File: src/rtl/fir_pkg.sv
// Shared types and helpers for the FIR datapath.
//   DATA_W   : operand width (sample and coefficient)
//   PROD_W   : full-precision product width
//   sample_t : signed operand type
//   prod_t   : signed product type
//   csa_sum / csa_carry : bitwise 3:2 compressor outputs over a full product row
package fir_pkg;

    localparam int DATA_W = 16;
    localparam int PROD_W = 2 * DATA_W;

    typedef logic signed [DATA_W-1:0] sample_t;
    typedef logic signed [PROD_W-1:0] prod_t;

    // Sum output of a row of full adders.
    function automatic prod_t csa_sum(input prod_t x, input prod_t y, input prod_t z);
        return x ^ y ^ z;
    endfunction

    // Carry output of a row of full adders, already moved to the next weight.
    function automatic prod_t csa_carry(input prod_t x, input prod_t y, input prod_t z);
        return ((x & y) | (x & z) | (y & z)) << 1;
    endfunction

endpackage

File: src/rtl/booth_mul16.sv
// Combinational signed 16x16 -> 32 multiplier.
// Radix-4 modified Booth recoding of the coefficient, carry-save reduction of the
// partial products, and one final carry-propagate add.
//   multiplicand : sample operand (two's complement)
//   multiplier   : coefficient operand, Booth-recoded (two's complement)
//   product      : exact signed product
module booth_mul16
    import fir_pkg::*;
(
    input  logic signed [DATA_W-1:0] multiplicand,
    input  logic signed [DATA_W-1:0] multiplier,
    output logic signed [PROD_W-1:0] product
);

    // Digit count; one extra digit past DATA_W/2 so the recoder also covers the
    // sign-extended top of the multiplier (that digit always recodes to 0).
    localparam int NUM_PP = DATA_W / 2 + 1;

    // Multiplier with an implicit 0 below bit 0 and two sign bits above the MSB,
    // so every digit reads an aligned 3-bit window.
    logic [DATA_W+2:0] b_ext;
    prod_t             a_ext;
    prod_t             pp_rows [NUM_PP];
    logic [NUM_PP-1:0] neg_bits;
    prod_t             corr_row;

    assign b_ext = {multiplier[DATA_W-1], multiplier[DATA_W-1], multiplier, 1'b0};
    assign a_ext = {{DATA_W{multiplicand[DATA_W-1]}}, multiplicand};

    generate
        for (genvar gi = 0; gi < NUM_PP; gi++) begin : g_pp
            logic [2:0] trip;
            logic       sel_one;
            logic       sel_two;
            logic       neg;
            prod_t      mag;

            assign trip    = b_ext[2*gi+2 : 2*gi];
            assign sel_one = trip[1] ^ trip[0];
            assign sel_two = (trip == 3'b011) || (trip == 3'b100);
            // Window 111 recodes to zero, so it must not request negation.
            assign neg     = trip[2] & ~(trip[1] & trip[0]);
            assign mag     = sel_two ? (a_ext << 1) : (sel_one ? a_ext : '0);

            // Negation is one's complement here; the +1 is deferred to corr_row
            // so no adder sits inside each partial-product generator.
            assign pp_rows[gi]  = (neg ? ~mag : mag) << (2 * gi);
            assign neg_bits[gi] = neg;
        end
    endgenerate

    // Two's-complement completion bits: a 1 at the LSB weight of each negated row.
    always_comb begin
        corr_row = '0;
        for (int i = 0; i < NUM_PP; i++) begin
            corr_row[2*i] = neg_bits[i];
        end
    end

    // Carry-save tree: 10 rows -> 7 -> 5 -> 4 -> 3 -> 2.
    prod_t s0, c0, s1, c1, s2, c2;
    prod_t s3, c3, s4, c4;
    prod_t s5, c5;
    prod_t s6, c6;
    prod_t s7, c7;

    assign s0 = csa_sum  (pp_rows[0], pp_rows[1], pp_rows[2]);
    assign c0 = csa_carry(pp_rows[0], pp_rows[1], pp_rows[2]);
    assign s1 = csa_sum  (pp_rows[3], pp_rows[4], pp_rows[5]);
    assign c1 = csa_carry(pp_rows[3], pp_rows[4], pp_rows[5]);
    assign s2 = csa_sum  (pp_rows[6], pp_rows[7], pp_rows[8]);
    assign c2 = csa_carry(pp_rows[6], pp_rows[7], pp_rows[8]);

    assign s3 = csa_sum  (s0, c0, s1);
    assign c3 = csa_carry(s0, c0, s1);
    assign s4 = csa_sum  (c1, s2, c2);
    assign c4 = csa_carry(c1, s2, c2);

    assign s5 = csa_sum  (s3, c3, s4);
    assign c5 = csa_carry(s3, c3, s4);

    assign s6 = csa_sum  (s5, c5, c4);
    assign c6 = csa_carry(s5, c5, c4);

    assign s7 = csa_sum  (s6, c6, corr_row);
    assign c7 = csa_carry(s6, c6, corr_row);

    // Final carry-propagate add; all arithmetic is modulo 2^PROD_W, which is exact
    // because the true product always fits in PROD_W bits.
    assign product = s7 + c7;

endmodule

File: src/rtl/multiplier.sv
// Registered signed multiplier for the FIR datapath: delay-line sample times
// current coefficient, one product per clock, latency 1.
//   clk            : rising-edge clock
//   rst            : asynchronous active-high reset, clears the product register
//   shift_out      : sample operand (two's complement)
//   wsp_data       : coefficient operand (two's complement)
//   mnozenie_wynik : registered product (two's complement)
module multiplier
    import fir_pkg::*;
(
    input  logic                     clk,
    input  logic                     rst,
    input  logic signed [DATA_W-1:0] shift_out,
    input  logic signed [DATA_W-1:0] wsp_data,
    output logic signed [PROD_W-1:0] mnozenie_wynik
);

    prod_t product_next;

    booth_mul16 u_booth (
        .multiplicand (shift_out),
        .multiplier   (wsp_data),
        .product      (product_next)
    );

    always_ff @(posedge clk or posedge rst) begin
        if (rst) begin
            mnozenie_wynik <= '0;
        end else begin
            mnozenie_wynik <= product_next;
        end
    end

endmodule

File: config.mk
export PLATFORM = sky130hd
export DESIGN_NAME = multiplier
export DESIGN_NICKNAME = d
export VERILOG_FILES = /design/src/rtl/fir_pkg.sv /design/src/rtl/booth_mul16.sv /design/src/rtl/multiplier.sv
export SDC_FILE = /design/constraint.sdc
export NUM_CORES = 1
export LEC_CHECK = 0
export ABC_AREA = 1
export CAP_MARGIN = 0
export CORE_MARGIN = 10
export CORE_UTILIZATION = 50
export CTS_BUF_LIST = sky130_fd_sc_hd__clkbuf_4 sky130_fd_sc_hd__clkbuf_8
export DETAILED_ROUTE_END_ITERATION = 12
export PLACE_DENSITY = 0.67
export SYNTH_ARGS = -nofsm -noshare
export SYNTH_HDL_FRONTEND = slang
export SYNTH_HIERARCHICAL = 1
export SYNTH_SLANG_ARGS = --single-unit
File: constraint.sdc
create_clock -name clk -period 1 [get_ports clk]
set_input_delay 0.2 -clock clk [delete_from_list [all_inputs] [get_ports clk]]
set_output_delay 0.2 -clock clk [all_outputs]
set_load 0.1 [all_outputs]
Word level (Yosys, flattened, before mapping) --
Index checks and enable logic that the tools add are counted.
Storage, ports and cells: logic and storage cells 144, RAM bits 0, bits in latches 0, ROM bits 0, input port bits 34, flip-flop bits (word level) 32, output and inout port bits 32, memories kept 0
Cells by class: reduce and logical (&&, ||, !) cells 8, shift operators 0, $mul 0, eq/ne operators 17, bitwise gates (word level) 92, div/mod/pow operators 0, muxes and demuxes 25, magnitude comparators 0, add/sub/neg operators 1
Operators with widths (count):
- $and 31x31->31 | 22
- $or 31x31->31 | 16
- $xor 32x32->32 | 15
- $mux 32 | 3
- $mux 30 | 3
- $mux 28 | 3
- $mux 26 | 3
- $mux 24 | 3
- $mux 22 | 3
- $and 31x16->31 | 2
- $mux 20 | 3
- $mux 18 | 3
- $add 32x32->32 | 1
- $not 32->32 | 1
- $xor 32x16->32 | 1
- $not 30->30 | 1
- $not 28->28 | 1
- $not 26->26 | 1
- $eq 3x2->1 const B | 8
- $eq 3x3->1 const B | 8
- $not 24->24 | 1
- $not 22->22 | 1
- $not 20->20 | 1
- $not 18->18 | 1
- 6 further kinds | 38

Longest topological paths before layout --
depth after elaboration 21, gate-level depth with buffers 29, gate-level depth less buffers 28

By module --
The synthesis kept the hierarchy.
By module, submodules not included:
- booth_mul16 | instances 1, area each 9198.8 µm², cells an instance 1197
- multiplier | instances 1, area each 804.5 µm², cells an instance 33

Least setup slack after synthesis --
OpenSTA, ideal clock, no wires.
path type input-to-reg, start input wsp_data[7], end register mnozenie_wynik[25], path slack -3.984 ns, arrival time 4.867 ns, cell stages on the path 23, buffers on the path 1, setup time 0.117 ns, cell sequence ha_1 -> or2_1 -> o21ai_4 -> nand2_4 -> buf_6 -> o22ai_2 -> xor2_1 -> fa_1 -> fa_1 -> inv_1 -> fa_1 -> inv_1 -> fa_1 -> fa_1 -> inv_1 -> ha_1 -> nand2_1 -> nor2_1 -> inv_1 -> nor3_1 -> nand3_1 -> nand4_1 -> nand2_1
On the way: cells in the longest elaborated chain, start to end 20
Ends and longest elaborated chain:
- start, declared | RTL line multiplier.sv:14 | input logic signed [DATA_W-1:0] wsp_data,
- $eq 3x2->1, or another cell as far along | RTL line booth_mul16.sv:40 | assign sel_two = (trip == 3'b011) || (trip == 3'b100);
- $logic_or 1x1->1 or $mux 24 (tied branches) | RTL line booth_mul16.sv:40, booth_mul16.sv:43
- $mux 26 or $mux 24 (tied branches) | RTL line booth_mul16.sv:43 | assign mag = sel_two ? (a_ext << 1) : (sel_one ? a_ext : '0);
- $not 26->26 or $not 24->24 (tied branches) | RTL line booth_mul16.sv:47 | assign pp_rows[gi] = (neg ? ~mag : mag) << (2 * gi);
- $mux 26 or $mux 24 (tied branches) | RTL line booth_mul16.sv:47
- $xor 32x32->32 or $and 31x31->31 (tied branches) | RTL line fir_pkg.sv:17, fir_pkg.sv:22
- $xor 32x32->32 or $or 31x31->31 (tied branches) | RTL line fir_pkg.sv:17, fir_pkg.sv:22
- $and 31x31->31 or $or 31x31->31 (tied branches) | RTL line fir_pkg.sv:22 | return ((x & y) | (x & z) | (y & z)) << 1;
- $or 31x31->31 or $xor 32x32->32 (tied branches) (2 in a row) | RTL line fir_pkg.sv:22, fir_pkg.sv:17
- $and 31x31->31 | RTL line fir_pkg.sv:22
- $or 31x31->31 (2 in a row) | RTL line fir_pkg.sv:22
- $and 31x31->31 | RTL line fir_pkg.sv:22
- $or 31x31->31 (2 in a row) | RTL line fir_pkg.sv:22
- $and 31x31->31 | RTL line fir_pkg.sv:22
- $or 31x31->31 (2 in a row) | RTL line fir_pkg.sv:22
- $add 32x32->32 * | RTL line booth_mul16.sv:90 | assign product = s7 + c7;
- net product_next[25] | RTL line multiplier.sv:18 | prod_t product_next;
- end signal, assigned | RTL line multiplier.sv:30 | mnozenie_wynik <= product_next;
- end, declared | RTL line multiplier.sv:15 | output logic signed [PROD_W-1:0] mnozenie_wynik
The timed path passes the listed nets; every way through them passes the cells marked *.

Worst setup path after layout --
start input wsp_data[3], end register mnozenie_wynik[22]
On the way: cells in the longest elaborated chain, start to end 21
Ends and longest elaborated chain (RTL line):
- $eq 3x2->1, or another cell as far along | booth_mul16.sv:40
- $logic_or 1x1->1 or $mux 28 (tied branches) | booth_mul16.sv:40, booth_mul16.sv:43
- $mux 30 or $mux 28 (tied branches) | booth_mul16.sv:43
- $not 30->30 or $not 28->28 (tied branches) | booth_mul16.sv:47
- $mux 30 or $mux 28 (tied branches) | booth_mul16.sv:47
- $and 31x31->31 | fir_pkg.sv:22
- $or 31x31->31 (2 in a row) | fir_pkg.sv:22
- $and 31x31->31 | fir_pkg.sv:22
- $or 31x31->31 (2 in a row) | fir_pkg.sv:22
- $and 31x31->31 | fir_pkg.sv:22
- $or 31x31->31 (2 in a row) | fir_pkg.sv:22
- $and 31x31->31 | fir_pkg.sv:22
- $or 31x31->31 (2 in a row) | fir_pkg.sv:22
- $and 31x31->31 | fir_pkg.sv:22
- $or 31x31->31 (2 in a row) | fir_pkg.sv:22
- $add 32x32->32 * | booth_mul16.sv:90
- net product_next[22] | multiplier.sv:18
Marked as above.

==> flow_metrics.tcl <==
set metrics [dict create \
    wl_per_cell_um 18.5 \
    cts_tree "yes" \
    start_util_pct 51.1 \
    yosysWarnings 6 \
    gp_congestion 0.964 \
    finalMaxSlewViolations 0 \
    io_pins 66 \
    crit_required_ns 1.22 \
    cp_max_fo 6 \
    netlist_instances 1230 \
    drt_iter0_markers 609 \
    drive_above_1_share_pct 50.7 \
    grt_max_degree 33 \
    drc_errors 0 \
    worst_slack_ns -4.11 \
    grt_util_all_layers_pct 22.7 \
    synth_async_sr_flop_share_pct 100 \
    setup_viol 62 \
    worst_slew_pin_slew_ns 0.439 \
    grt_overflow 0 \
    multi_input_area_um2 9980 \
    synth_flop_cell "dfrtp_1" \
    fillCellCount 1061 \
    critPathLaunchType "primary input" \
    grt_pass1_vias 10000 \
    setup.worst_path.start "wsp_data[3]" \
    viasPerCell 5.40 \
    cts_buffer_depth 2 \
    grt_pass1_wl_um 49400 \
    finalCritPeriodShare_pct 511 \
    synth_seq_cells 32 \
    cts.reportedPaths.clkPinSlew_ns 0.08 \
    vias 9769 \
    die_h_um 161 \
    cts_num_sinks 32 \
    top_register "mnozenie_wynik" \
    drt_first_pass_iters 5 \
    fmax_mhz 196 \
    worstSetupPathType "primary input to flip-flop" \
    synth_edf_count 0 \
    seq_area_um2 840 \
    die_w_um 161 \
    numCtsBuffers 5 \
    placementRows 51 \
    port-buffer-count 65 \
    min_path_type "primary input to async pin" \
    top_regs "mnozenie_wynik (32)" \
    hpwl_um 23700 \
    hold_violations 0 \
    crit_path_end_kind "flip-flop" \
    wl_um 33400 \
    final_core_utilization_pct 81.5 \
    cp-endpoint "mnozenie_wynik[22]" \
    fp.coreArea_um2 19600 \
    status "complete, but fails checks" \
    nNetsFinal 1799 \
    synth_nets 1487 \
    cts_root_buf "clkbuf_8" \
    netlist_area_um2 10000 \
    dieArea_um2 26100 \
    largest_reg_flops 32 \
    h-tree-depth 2 \
    ant_nets 0 \
    seq_area_frac_synth_pct 8.01 \
    diodes 0 \
    syn-mean-instance-area_um2 8.13 \
    arrival_ns 5.32 \
    yosys.cell_types.count 36 \
    timing.slew.headroom_pct 70.4 \
    maxCapViolCount 0 \
    violations "setup timing" \
    area_growth_syn_to_layout_pct 59.7 \
    rsz0062_at_grt "yes" \
    antenna_found_initial 0 \
    period_needed_ns 5.11 \
]
cells in the mapped netlist, types with 5 or more instances:
master,n,share of area [%]
inv_1,272,10
nand2_1,212,8.0
xor2_1,137,12
fa_1,116,23
ha_1,107,13
o22ai_2,63,7.9
nor2_1,50,1.9
o22ai_1,38,2.4
dfrtp_1,32,8.0
nand3_1,30,1.5
o21ai_0,25,1.3
a21oi_1,20,1.0
buf_2,16,0.80
o211ai_1,13,0.98
nand2_4,10,1.1
nor2_2,10,0.63
buf_4,9,0.68
buf_6,7,0.79
inv_2,7,0.26
nand4_1,7,0.44
or2_1,6,0.38
clkbuf_1,5,0.19
nor3_1,5,0.25
o21bai_1,5,0.38
xnor2_1,5,0.44
how the worst min path moves through the flow:
stage | endpoint | slack, ns
after detailed placement | mnozenie_wynik[17] | 0.59
after CTS | mnozenie_wynik[17] | 0.26
after global routing | mnozenie_wynik[29] | 0.27
after global placement | mnozenie_wynik[19] | 0.56
after floorplan | mnozenie_wynik[17] | 0.31
final | mnozenie_wynik[29] | 0.25
cells in the final DEF (no fill, tap or decap), types with 4 or more instances in the layout:
| master | n |
|---|---|
| o211ai_1 | 13 |
| nand2_4 | 29 |
| inv_4 | 8 |
| a21oi_2 | 12 |
| inv_1 | 227 |
| clkdlybuf4s50_1 | 18 |
| o21ai_2 | 5 |
| dfrtp_2 | 31 |
| o22ai_1 | 19 |
| buf_12 | 59 |
| nor2_1 | 20 |
| clkbuf_8 | 7 |
| nand2_2 | 47 |
| a21oi_1 | 7 |
| or2_4 | 8 |
| ha_4 | 63 |
| nand2_8 | 7 |
| nor2_4 | 23 |
| xor2_1 | 112 |
| fa_2 | 14 |
| buf_8 | 4 |
| xnor2_1 | 5 |
| nand3_2 | 12 |
| nand4_1 | 7 |
| buf_2 | 5 |
| inv_2 | 40 |
| o21ai_4 | 6 |
| o21ai_0 | 19 |
| nand3_4 | 5 |
| ha_1 | 41 |
| xor2_2 | 25 |
| o22ai_4 | 15 |
| o22ai_2 | 67 |
| nand2_1 | 140 |
| fa_1 | 102 |
| nor3_2 | 4 |
| nand3_1 | 13 |
| nor2_2 | 19 |
| buf_6 | 44 |
| buf_4 | 206 |
stage by stage:
| step | worst slack [ns] | setup TNS (ns) | cells | hold WS [ns] | cell area [um2] |
|---|---|---|---|---|---|
| after floorplan | -3.80 | -97.42 | 1230 | 0.314 | 10600 |
| final | -4.11 | -110.93 | 1808 | 0.248 | 16000 |
| after CTS | -3.95 | -108.67 | 1779 | 0.261 | 15000 |
| after global routing | -4.27 | -115.82 | 1808 | 0.272 | 16000 |
| after global placement | -4.75 | -127.51 | 1739 | 0.564 | 13500 |
| after detailed placement | -4.80 | -129.80 | 1739 | 0.590 | 13500 |
critical path: stages:
cell and delay (ns):
buf_12 0.11, buf_12 0.12, ha_4 0.15, or2_4 0.25, nand2_8 0.08, buf_6 0.11
nand2_8 0.06, buf_4 0.14, buf_4 0.13, o22ai_2 0.11, xor2_1 0.12, fa_1 0.58
inv_2 0.06, fa_2 0.57, inv_2 0.04, fa_2 0.43, ha_4 0.17, fa_1 0.51
ha_4 0.35, nand2_4 0.06, buf_6 0.11, nor2_4 0.17, nand3_4 0.12, buf_6 0.13
nor2_2 0.10, nand2_1 0.08, nand3_2 0.09, xor2_2 0.15
cell type report:
type / instances / area share, %
Clock buffer: 7 / 0.603
Clock inverter: 1 / 0.188
Tap cell: 265 / 2.08
Sequential cell: 32 / 5.26
Inverter: 279 / 6.87
Multi-Input combinational cell: 879 / 62.5
Timing Repair Buffer: 345 / 22.5
kinds of logic after synthesis:
group / after synthesis / synth area share (%)
flops: 32 / 8.01
compound gates: 176 / 15.1
buf+inv: 320 / 13.1
xor+xnor: 142 / 12.4
simple gates: 337 / 14.8
fa+ha+maj: 223 / 36.6
metal layers:
layer  track usage (%)  vias up  routed length [um]
li1                  -     4450                   -
met1              27.3     4746               12900
met2              40.6      460               17300
met3              2.29      113                1870
met4              9.14        0                1370
met5                 0        -                   0
what timing repair did:
action | in CTS | in global routing
cloned | 2 | 2
hold endpoints to repair | 0 | 0
pin swaps | 158 | 120
endpoints found under the setup margin | 64 | 63
resized for setup | 271 | 166
setup buffers | 30 | 30
hold buffers | 0 | 0
Power is left out: the tool's default activity adds up to more than one toggle a clock period on the data nets, which glitch-free logic cannot reach.
